**src/rtl/ram_stream_reader.sv**
```systemverilog
// ram_stream_reader: sweeps a RAM address range and streams the words out with valid/ready backpressure.
// Define RAM_RDR_WRAP_EN to let the address range wrap past the top of the RAM instead of rejecting it.
module ram_stream_reader #(
   parameter int DATA_WIDTH = 8,
   parameter int ADDR_WIDTH = 8
) (
   input  logic                  clk,
   input  logic                  rst_n,
   input  logic                  start,
   input  logic [ADDR_WIDTH-1:0] start_addr,
   input  logic [ADDR_WIDTH:0]   len,
   output logic                  busy,
   output logic                  done,
   output logic                  err,
   output logic [ADDR_WIDTH-1:0] ram_addr,
   output logic                  ram_we,
   output logic [DATA_WIDTH-1:0] ram_data,
   input  logic [DATA_WIDTH-1:0] ram_q,
   output logic [DATA_WIDTH-1:0] out_data,
   output logic                  out_valid,
   input  logic                  out_ready,
   output logic                  out_last
);
   typedef enum logic [1:0] {IDLE, READ, DRAIN} state_t;
   state_t state, next_state;
   logic [ADDR_WIDTH-1:0] ptr;
   logic [ADDR_WIDTH:0]   rem, len_r, dcnt;
   logic [1:0]            infl;
   logic [DATA_WIDTH-1:0] fifo [4];
   logic [1:0]            wr_ptr, rd_ptr;
   logic [2:0]            occ;
   logic reject, accept, room, issue, pop, is_last, done_d, err_d;
`ifdef RAM_RDR_WRAP_EN
   assign reject = 1'b0;
`else
   localparam logic [ADDR_WIDTH+1:0] SPAN = {2'b01, {ADDR_WIDTH{1'b0}}};
   logic [ADDR_WIDTH+1:0] end_sum;
   assign end_sum = {2'b00, start_addr} + {1'b0, len};
   assign reject  = end_sum > SPAN;
`endif
   assign ram_we    = 1'b0;
   assign ram_data  = '0;
   assign busy      = state != IDLE;
   assign out_valid = occ != 3'd0;
   assign out_data  = out_valid ? fifo[rd_ptr] : '0;
   assign is_last   = dcnt == len_r - 1'b1;
   assign out_last  = out_valid & is_last;
   assign pop       = out_valid & out_ready;
   assign accept    = (state == IDLE) & start & (len != '0) & ~reject;
   // Credit check: buffered plus in-flight words, net of this cycle's pop, must leave a free slot.
   assign room      = {1'b0, occ} + {3'b0, infl[0]} + {3'b0, infl[1]} <= 4'd3 + {3'b0, pop};
   always_comb begin
      next_state = state;
      issue      = 1'b0;
      done_d     = 1'b0;
      err_d      = 1'b0;
      case (state)
         IDLE: begin
            issue  = accept;
            err_d  = start & reject;
            done_d = start & (len == '0);
            if (accept) next_state = (len == 1) ? DRAIN : READ;
         end
         READ: begin
            issue = room;
            if (room && rem == 1) next_state = DRAIN;
         end
         DRAIN: begin
            done_d = pop & is_last;
            if (pop && is_last) next_state = IDLE;
         end
         default: next_state = IDLE;
      endcase
   end
   always_ff @(posedge clk or negedge rst_n)
      if (!rst_n) state <= IDLE;
      else state <= next_state;
   always_ff @(posedge clk or negedge rst_n) begin
      if (!rst_n) begin
         ram_addr <= '0;
         ptr      <= '0;
         rem      <= '0;
         len_r    <= '0;
         dcnt     <= '0;
         infl     <= '0;
         wr_ptr   <= '0;
         rd_ptr   <= '0;
         occ      <= '0;
         done     <= 1'b0;
         err      <= 1'b0;
      end else begin
         done <= done_d;
         err  <= err_d;
         infl <= {infl[0], issue};
         if (accept) begin
            ram_addr <= start_addr;
            ptr      <= start_addr + 1'b1;
            rem      <= len - 1'b1;
            len_r    <= len;
            dcnt     <= '0;
         end else if (issue) begin
            ram_addr <= ptr;
            ptr      <= ptr + 1'b1;
            rem      <= rem - 1'b1;
         end
         if (pop) begin
            rd_ptr <= rd_ptr + 1'b1;
            dcnt   <= dcnt + 1'b1;
         end
         if (infl[1]) wr_ptr <= wr_ptr + 1'b1;
         occ <= occ + {2'b0, infl[1]} - {2'b0, pop};
      end
   end
   always_ff @(posedge clk)
      if (infl[1]) fifo[wr_ptr] <= ram_q;
endmodule
```
**config.mk**
```make
export PLATFORM = sky130hd
export DESIGN_NAME = ram_stream_reader
export DESIGN_NICKNAME = d
export VERILOG_FILES = /design/src/rtl/ram_stream_reader.sv
export SDC_FILE = /design/constraint.sdc
export NUM_CORES = 1
export LEC_CHECK = 0
export BUFFER_PORTS_ARGS = -buffer_cell sky130_fd_sc_hd__buf_2
export CAP_MARGIN = 20
export CORE_MARGIN = 4
export CORE_UTILIZATION = 50
export CTS_CLUSTER_DIAMETER = 120
export DETAILED_ROUTE_END_ITERATION = 12
export GPL_TIMING_DRIVEN = 0
export PLACE_DENSITY = 0.81
export SETUP_SLACK_MARGIN = 0.4
export SYNTH_ARGS = -nofsm -noshare
export SYNTH_HDL_FRONTEND = slang
export SYNTH_SLANG_ARGS = --single-unit
export TNS_END_PERCENT = 1
```
**constraint.sdc**
```tcl
create_clock -name clk -period 9.9 [get_ports clk]
set_input_delay 0.495 -clock clk [delete_from_list [all_inputs] [get_ports clk]]
set_output_delay 0.495 -clock clk [all_outputs]
set_load 0.05 [all_outputs]
```
==> metrics.csv, run 1 <==
metric,value,unit
Die Ht,109,µm
largest cells by area after synthesis,"dfrtp_1 (27%), edfxtp_1 (19%), ha_1 (6.3%)",
Internal Pwr Total,0.000620,W
dominant synthesized flop cell,dfrtp_1,
Startpoint Class,flip-flop,
CTS sink cnt,88,
vias in the first global route,3854,
Post-Syn Instances,469,
Residual DRC,0,
maximum VDD drop,0.117,mV
Ys Warns,0,
"Seq/Total Area, Yosys",45.9,%
routed wire length,11.5,mm
vias per cell,5.72,
endpoints failing setup,0,
FP Rows,36,
CTS root buf,clkbuf_8,
die area,12000,µm²
ant diodes,0,
routability cong.,0.863,
H-tree depth,3,
area share of the largest cell type after synthesis,27.3,%
Reg2Reg Setup Slack,5.67,ns
Post-synth EDFFs,32,
input/output buffers,49,
Logic pwr share,35.1,%
"Clk pin slew, worst setup/hold paths",0.10,ns
Syn Area/Cell,11.0,µm²
DRT antenna net count,0,
HP Class,in2async,
Highest Clock Rate,236,MHz
worst r2r src,occ[1]$_DFF_PN0_,
most frequent cells in the layout,"buf_2 (57), dfrtp_1 (56), a21oi_1 (35), edfxtp_1 (32), inv_1 (28)",
hold slack,0.0697,ns
chip width,109,µm
Leakage,2.63,nW
Final Max Tran Viols,0,
net load switching power,0.000382,W
pin count of the biggest net entering global routing,39,
# Max-Cap Violations,0,
core area,9910,µm²
Seq pwr share,41.7,%
CTS Buffer Depth,2,
Yosys reg bits,88,
crit share post-route,42.7,%
DRT Pass-1 Iters,5,
post-synth top area cell,dfrtp_1,
"Setup Fix Bufs, Post-CTS",0,
"commonest non-fill, non-tap cell in the layout",buf_2,
setup total negative slack,0,ns
final clock skew,0.0119,ns
worst-case reg-to-reg path depth,14,
Slew Limit Headroom,38.8,%
asr flop ratio synth,63.6,%
first-pass GRT wire length,19.1,mm
switch share,38.1,%
TritonCTS clock tree,yes,
Ports,59,
fin crit period,4.23,ns
Post-Syn Area,5140,µm²
WP data arrival,4.52,ns
kind of critical path,reg2reg,
PD cells,173,nW/µm²
Worst Max-Slew Pin Slew,0.916,ns
initial antenna violation count,0,
CTS Hold Buffers Added,0,
Starting Density,51.9,%
DR WL/cell,17.1,µm
Critical Path RT,10.19,ns
Inserted Clock Buffers,9,
PostCTS Resize Cnt,0,
unrepaired setup endpoints after global routing,no,
total global routing overflow,0,
initial DRC count,315,
Total Routing Usage GR,20.6,%
nets,596,
Reg-to-Reg End,rem[3]$_DFFE_PN0P_,
post-synthesis cell type count,58,
later-pin clock latency in the skew report,0.37,ns
status,finished clean,
"Hold Vio Cnt, Final",0,
CP Capture Type,flip-flop,
Detailed Place HPWL,8.72,mm
fraction of layout cells with a size suffix above 1,19.9,%
P&R area growth vs syn,12.5,%
via count,3868,
worst-path maximum fanout,11,
Clock power frac,23.2,%
## logic make-up after synthesis
kind of cell	after synthesis	synth area share, %
AO/OA/AOI/OAI	82	10.0
XOR/XNOR	45	7.66
adder cells (fa/ha/maj)	29	7.49
buffers and inverters	55	5.23
flip-flops	88	45.9
multiplexers	38	9.54
other	1	0.0729
AND/OR/NAND/NOR	131	14.0
## worst max-delay path: stages, from the launching register on
cell and delay, ns:
dfrtp_1 0.44, or3_1 0.39, clkbuf_1 0.23, and2_1 0.23
inv_1 0.07, clkbuf_1 0.45, ha_1 0.26, nor2b_1 0.04
o21ai_0 0.14, a32oi_1 0.12, nor3b_1 0.77, clkbuf_1 0.50
nand3b_1 0.19, xor2_1 0.18, mux2i_1 0.12
## synthesized netlist by cell type, types with 5 or more instances
master     n
and3_1     5
ha_1      26
edfxtp_1  32
xor2_1    27
and2_1    15
dfrtp_1   56
o21ai_1    5
o21ai_0    8
mux2_2     8
buf_2      8
nand3_1   22
mux2i_1   22
mux4_2     8
nor2_1    17
a31oi_1    5
nand4_1    9
nand2_1   24
xnor2_1   18
a21oi_1   35
nor3_1     9
buf_4     10
o211ai_1   5
clkbuf_1   7
inv_1     28
## per-layer routing
metal	up-vias	share of wire, %	track usage (%)
li1	1818	-	-
met4	0	2.1	7.57
met2	144	48	33.5
met3	22	6.5	3.41
met1	1884	43	27.9
met5	-	0	0
## power by group through the flow
stage	clock network, W	logic (W)	registers [W]
finish	0.000232	0.000352	0.000418
global route	0.000252	0.000387	0.000421
CTS	0.000235	0.000354	0.000419
detailed placement	0	0.000353	0.000426
global placement	0	0.000340	0.000424
floorplan	0	0.000274	0.000421
## registers in the layout, indices dropped and copies added, names as in the netlist
register,count
err,1
dcnt,9
state,2
len_r,9
infl,2
rd_ptr,2
occ,3
rem,9
ptr,8
ram_addr,8
wr_ptr,2
done,1
fifo,32
## how the worst max path moves through the flow
stage / start / to / slack (ns) / depth (start not counted)
finish: occ[1]$_DFF_PN0_ / rem[3]$_DFFE_PN0P_ / 5.67 / 14
global route: occ[1]$_DFF_PN0_ / ptr[5]$_DFFE_PN0P_ / 5.26 / 14
CTS: occ[1]$_DFF_PN0_ / rem[3]$_DFFE_PN0P_ / 5.71 / 14
detailed placement: occ[1]$_DFF_PN0_ / rem[8]$_DFFE_PN0P_ / 5.76 / 14
global placement: occ[1]$_DFF_PN0_ / rem[3]$_DFFE_PN0P_ / 5.86 / 14
floorplan: occ[1]$_DFF_PN0_ / ptr[1]$_DFFE_PN0P_ / 6.38 / 12
## cell type report
cell class,count,area (µm²)
plain buffers,27,164
clock buffers,10,128
clock inverters,6,51.3
fillers,826,4130
inverters,28,105
multi-input cells,334,2540
flip-flops and latches,88,2360
well taps,133,166
repair buffers,50,265
## per-stage QoR
step | area, µm² | power, W | cells | util, % | worst slack [ns]
detailed placement | 5600 | 0.000780 | 660 | 56.6 | 5.76
finish | 5780 | 0.00100 | 676 | 58.4 | 5.67
CTS | 5780 | 0.00101 | 676 | 58.4 | 5.71
global route | 5780 | 0.00106 | 676 | 58.4 | 5.26
global placement | 5580 | 0.000764 | 659 | 56.4 | 5.86
floorplan | 5170 | 0.000695 | 477 | - | 6.38
Power figures use the tool's default switching activity.
==> inputs of run 2 (changes only) <==
--- a/config.mk
+++ b/config.mk
@@ -5,6 +5,7 @@
 export SDC_FILE = /design/constraint.sdc
 export NUM_CORES = 1
 export LEC_CHECK = 0
+export ABC_AREA = 1
 export BUFFER_PORTS_ARGS = -buffer_cell sky130_fd_sc_hd__buf_2
 export CAP_MARGIN = 20
 export CORE_MARGIN = 4
==> constraint.sdc (replaced) <==
create_clock -name clk -period 4.15 [get_ports clk]
set_input_delay 0.2075 -clock clk [delete_from_list [all_inputs] [get_ports clk]]
set_output_delay 0.2075 -clock clk [all_outputs]
set_load 0.05 [all_outputs]
==> run 2 against run 1 <==
Global-route usage up 0.84 points. Sequential share of layout area down 1.0 points. Power rose to 4.5 times the previous value. Die area up 1.5%. Routed wire length up 6.3%. Synthesized cell count up 34%. Fmax up 29%. Largest cell class unchanged. Critical endpoint is now ptr[5]$_DFFE_PN0P_. Combinational power rose to 7.0 times the previous value. Area after synthesis up 1.6%. Flip-flop and latch count unchanged.
==> metrics.csv, run 2 <==
metric,value,unit
status,finished clean,
PD cells,757,nW/µm²
vias in the first global route,4380,
area share of the largest cell type after synthesis,26.8,%
routability cong.,0.857,
routed wire length,12.3,mm
Top reg by flops,fifo,
die area,12100,µm²
Detailed Place HPWL,9.39,mm
dominant synthesized flop cell,dfrtp_1,
Finished Core Util,58.0,%
adder and majority cell fraction of the synthesized area,7.38,%
later-pin clock latency in the skew report,0.36,ns
Reg2Reg Setup Slack,0.88,ns
via count,4430,
total global routing overflow,0,
synth cell count leaders,"nand2_1 (141), nor2_1 (80), inv_1 (75), dfrtp_1 (56), o21ai_0 (41)",
endpoints failing setup,0,
input/output buffers,49,
H-tree depth,3,
chip width,110,µm
Post-synth EDFFs,32,
TritonCTS clock tree,yes,
M1 WL,5.16,mm
mux cell area share after synthesis,0,%
# Max-Cap Violations,0,
first-pass GRT wire length,20.3,mm
FP Rows,37,
most frequent cells in the layout,"nand2_1 (141), nor2_1 (80), inv_1 (75), dfrtp_1 (56), buf_2 (53)",
pin count of the biggest net entering global routing,36,
unrepaired setup endpoints after global routing,no,
Starting Density,51.1,%
Highest Clock Rate,306,MHz
HP Class,in2reg,
maximum VDD drop,0.509,mV
post-synthesis simple-gate area fraction,23.4,%
post-synth top area cell,dfrtp_1,
dpl ws,0.327,ns
DR WL met2,6.01,mm
core area,10200,µm²
"Clk pin slew, worst setup/hold paths",0.09,ns
Residual DRC,0,
CTS Buffer Depth,2,
design area,5930,µm²
DRT Pass-1 Iters,7,
Inserted Clock Buffers,9,
crit share post-route,78.8,%
Worst Max-Slew Pin Slew,0.561,ns
largest cells by area after synthesis,"dfrtp_1 (27%), edfxtp_1 (18%), nand2_1 (10%)",
Post-Syn Instances,629,
"Seq/Total Area, Yosys",45.2,%
Critical Path RT,4.40,ns
min setup slack post-route,0.879,ns
number of flip-flops in the largest register,32,
initial antenna violation count,1,
Total Routing Usage GR,21.4,%
asr flop ratio synth,63.6,%
largest family of logic cells by synthesized area,simple AND/OR/NAND/NOR gates,
hold slack,0.0543,ns
"count leader, synth",nand2_1,
Leakage,2.89,nW
Slew Limit Headroom,62.6,%
uppermost layer routed,met4,
DR WL/cell,14.6,µm
Ports,59,
CTS sink cnt,88,
CP Capture Type,flip-flop,
nets,759,
Placed Area,5690,µm²
kind of critical path,reg2reg,
worst-path maximum fanout,10,
Die Ht,110,µm
"commonest non-fill, non-tap cell in the layout",nand2_1,
initial DRC count,279,
Compound-Gate Fraction of Synth Area,9.80,%
Startpoint Class,flip-flop,
final clock skew,0.0137,ns
DR WL met3,811,µm
Post-Syn Area,5220,µm²
Yosys reg bits,88,
XOR/XNOR share of the synthesized area,5.20,%
CTS root buf,clkbuf_8,
P&R area growth vs syn,13.6,%
WP data arrival,3.52,ns
fin crit period,3.27,ns
vias per cell,5.26,
post-synthesis cell type count,41,
setup total negative slack,0,ns
Ys Warns,0,
"Hold Vio Cnt, Final",0,
Syn Area/Cell,8.30,µm²
fraction of layout cells with a size suffix above 1,15.3,%
Final Max Tran Viols,0,
DRT antenna net count,0,
==> run 2: changes by cell type after synthesis, sizes merged, moves of 9 or more <==
cell,previous run,this run
and2,15,0
o21ai,13,44
xnor2,18,7
a21oi,35,23
mux2i,22,0
nand2,24,149
nor2,17,81
inv,28,75
nand3,22,31
==> run 2: final timing paths <==
kind / from / cells past startpoint / to
max: infl[0]$_DFF_PN0_ / 14 / ptr[5]$_DFFE_PN0P_
min: ram_q[6] / 1 / fifo[2][6]$_DFFE_PP_
max reg2reg: infl[0]$_DFF_PN0_ / 14 / ptr[5]$_DFFE_PN0P_
min reg2reg: infl[0]$_DFF_PN0_ / 0 / infl[1]$_DFF_PN0_
max in group asynchronous: rst_n / 3 / rem[8]$_DFFE_PN0P_
min in group asynchronous: rst_n / 2 / occ[1]$_DFF_PN0_
==> run 2: what timing repair did <==
| item | 4_1_cts | 5_1_grt |
|---|---|---|
| endpoints found under the setup margin | 8 | 21 |
| resized for setup | 1 | 1 |
| setup buffers | 0 | 2 |
| pin swaps | 0 | 1 |
| endpoints found under the hold margin | 21 | 0 |
| cloned | 0 | 0 |
| hold buffers | 1 | 0 |
==> run 2: cell families after synthesis <==
group                      Yosys count
and+or+nand+nor                    289
buffers and inverters              103
AOI/OAI and AO/OA                   88
DFF                                 88
xor gates and xnor gates            31
adders and majority gates           29
other                                1
==> run 2: where the power goes <==
group	total, W	leakage [nW]	internal, W	switching [W]
logic	0.00245	1.81	0.000779	0.00167
clock network	0.000623	0.103	0.000290	0.000333
registers	0.00142	0.978	0.00121	0.000217
==> run 2: metal layers <==
metal  vias up  track usage [%]
li1       2184                -
met1      2056             27.6
met2       164             35.4
met3        26             4.02
met4         0             9.15
met5         -                0
==> run 2: final cells by class <==
cell class | instances | area [µm²]
clock buffer | 9 | 124
buffer | 27 | 181
antenna | 1 | 2.50
multi-input combinational | 446 | 2430
clock inverter | 7 | 83.8
inverter | 76 | 285
tap | 136 | 170
timing repair buffer | 53 | 290
sequential | 88 | 2360
fill | 880 | 4300
==> run 2: stage by stage <==
stage / power (W) / instances
finish: 0.00449 / 843
global route: 0.00485 / 843
CTS: 0.00449 / 840
detailed placement: 0.00385 / 823
global placement: 0.00372 / 822
floorplan: 0.00323 / 637
==> run 2: worst max-delay path, stage by stage, from the launching register on <==
cell	delay, ns
dfrtp_1	0.41
fa_1	0.46
ha_1	0.30
ha_1	0.33
inv_1	0.07
nor2_1	0.03
o21ai_0	0.15
a32oi_1	0.09
a21oi_1	0.18
nand3_1	0.28
nand2_1	0.21
buf_2	0.25
nand2_1	0.14
nor3_1	0.20
nor2_1	0.08
==> inputs of run 3 (changes only) <==
==> constraint.sdc (replaced) <==
create_clock -name clk -period 3.07 [get_ports clk]
set_input_delay 0.1535 -clock clk [delete_from_list [all_inputs] [get_ports clk]]
set_output_delay 0.1535 -clock clk [all_outputs]
set_load 0.05 [all_outputs]
==> run 3 against run 2 <==
Non-clock buffer count rose by 13. Flip-flop and latch count did not move. Combinational power rose by 53%. Count of clock-buffer cells in the layout did not move. Largest power group unchanged. Via count rose by 2.4%. Sequential share of layout area fell by 1.4 points. Routed wire length rose by 0.51%.
==> metrics.csv, run 3 (synthesis gave the netlist of run 2 again) <==
metric,value,unit
status,finished clean,
Residual DRC,0,
initial antenna violation count,0,
crit share post-route,89.4,%
# Max-Cap Violations,0,
PD cells,1050,nW/µm²
Worst path max stage delay,0.44,ns
min setup slack post-route,0.326,ns
Critical Path RT,3.37,ns
"Hold Vio Cnt, Final",0,
nets,772,
slowest CP cell,fa_2,
Top reg by flops,fifo,
fill count,878,
setup total negative slack,0,ns
CP most frequent cell,nand2_1,
Total Routing Usage GR,21.6,%
vias in the first global route,4443,
DR WL/cell,14.4,µm
Logic pwr share,58.2,%
DRT antenna net count,0,
Inserted Clock Buffers,9,
later-pin clock latency in the skew report,0.36,ns
CP Capture Type,flip-flop,
hold slack,0.0142,ns
Starting Density,51.1,%
routability cong.,0.881,
ant diodes,0,
Slew Limit Headroom,52.6,%
worst-path maximum fanout,3,
number of flip-flops in the largest register,32,
"Buf+Inv Stages, Crit Path",3,
initial DRC count,269,
Total Power,0.00643,W
routed wire length,12.3,mm
"Clk pin slew, worst setup/hold paths",0.10,ns
switch share,48.9,%
Clock power frac,11.8,%
CTS sink cnt,88,
fin crit period,2.74,ns
maximum VDD drop,0.824,mV
WP data arrival,3.05,ns
worst-path cell chain,fa_2 -> ha_4 -> ha_4 -> inv_2 -> nor2_2 -> o21ai_1 -> a32oi_1 -> a21oi_2 -> nand3_2 -> buf_6 -> inv_2 -> nand2_1 -> xor2_1 -> nand2_1 -> nand2_1,
Detailed Place HPWL,9.08,mm
Placed Area,5720,µm²
input/output buffers,49,
net load switching power,0.00315,W
Seq pwr share,30.0,%
Internal Pwr Total,0.00329,W
H-tree depth,3,
Multi-input gate area,2530,µm²
CTS Buffer Depth,2,
vias per cell,5.31,
design area,6150,µm²
FP Rows,37,
"CP delay by family, top",adder cells,
Final Max Tran Viols,0,
first-pass GRT wire length,20.6,mm
fraction of layout cells with a size suffix above 1,19.3,%
DRT Pass-1 Iters,5,
endpoints failing setup,0,
P&R area growth vs syn,17.7,%
Ports,59,
register area,2360,µm²
via count,4536,
pin count of the biggest net entering global routing,31,
dpl ws,-0.0846,ns
kind of critical path,reg2reg,
die area,12100,µm²
Worst Max-Slew Pin Slew,0.711,ns
Leakage,2.96,nW
core area,10200,µm²
total global routing overflow,0,
chip width,110,µm
final clock skew,0.0124,ns
Startpoint Class,flip-flop,
Highest Clock Rate,364,MHz
"commonest non-fill, non-tap cell in the layout",nand2_1,
HP Class,in2reg,
TritonCTS clock tree,yes,
Die Ht,110,µm
most frequent cells in the layout,"nand2_1 (137), nor2_1 (76), inv_1 (70), dfrtp_1 (56), buf_2 (52)",
unrepaired setup endpoints after global routing,yes,
CTS root buf,clkbuf_8,
-- run 3: changes by cell type in the layout (fill, tap and decap cells not counted), moves of 3 or more --
cell,previous run,this run
o21ai_0,41,36
o21ai_1,1,6
nor2_2,1,4
nand2_1,141,137
dlygate4sd3_1,1,6
buf_6,3,8
ha_1,26,22
ha_4,0,3
inv_1,75,70
inv_2,0,3
buf_4,13,18
nor2_1,80,76
-- run 3: worst paths after layout --
check,start,endpoint,slack [ns],depth (start not counted)
setup / recovery,infl[0]$_DFF_PN0_,rem[5]$_DFFE_PN0P_,0.33,15
hold / removal,ram_q[1],fifo[2][1]$_DFFE_PP_,0.01,1
setup reg to reg,infl[0]$_DFF_PN0_,rem[5]$_DFFE_PN0P_,0.33,15
hold reg to reg,infl[0]$_DFF_PN0_,infl[1]$_DFF_PN0_,0.45,0
max in group asynchronous,rst_n,ram_addr[1]$_DFFE_PN0P_,2.10,3
min in group asynchronous,rst_n,dcnt[8]$_DFFE_PN0P_,0.38,2
-- run 3: per-layer routing --
layer / part of all wire (%) / vias up / GRT usage (%)
met3: 6.0 / 19 / 3.84
met4: 1.7 / 0 / 6.33
met1: 42 / 2159 / 27.3
met5: 0 / - / 0
met2: 51 / 144 / 37.9
li1: - / 2214 / -
-- run 3: layout make-up --
cell class | instances | area share [%]
multi-input combinational | 446 | 41.1
buffer | 27 | 3.38
inverter | 76 | 4.72
sequential | 88 | 38.4
clock inverter | 7 | 0.976
clock buffer | 9 | 2.01
timing repair buffer | 66 | 6.63
tap | 136 | 2.77
-- run 3: repair_timing --
| action | 4_1_cts | 5_1_grt |
|---|---|---|
| hold buffers | 5 | 1 |
| hold endpoints to repair | 43 | 4 |
| pin swaps | 9 | 11 |
| gates cloned | 1 | 0 |
| endpoints found under the setup margin | 27 | 26 |
| buffers inserted | 6 | 3 |
| gates resized for setup | 16 | 19 |
-- run 3: worst register-to-register path, stage by stage, from the launching register on --
cell	delay [ns]
dfrtp_1	0.42
fa_2	0.44
ha_4	0.27
ha_4	0.24
inv_2	0.05
nor2_2	0.03
o21ai_1	0.13
a32oi_1	0.08
a21oi_2	0.17
nand3_2	0.17
buf_6	0.17
inv_2	0.07
nand2_1	0.08
xor2_1	0.22
nand2_1	0.08
nand2_1	0.06
-- run 3: stage by stage --
stage               util [%]  cells
floorplan                  -    637
global placement        55.7    822
detailed placement      55.9    823
CTS                     59.3    851
global route            60.1    855
finish                  60.1    855
-- run 3: power groups by stage --
stage	clock network (W)	logic (W)	registers, W
after floorplan	0	0.00238	0.00204
after global placement	0	0.00314	0.00191
after detailed placement	0	0.00329	0.00194
after CTS	0.000776	0.00358	0.00192
after global routing	0.000832	0.00414	0.00198
final	0.000760	0.00375	0.00193
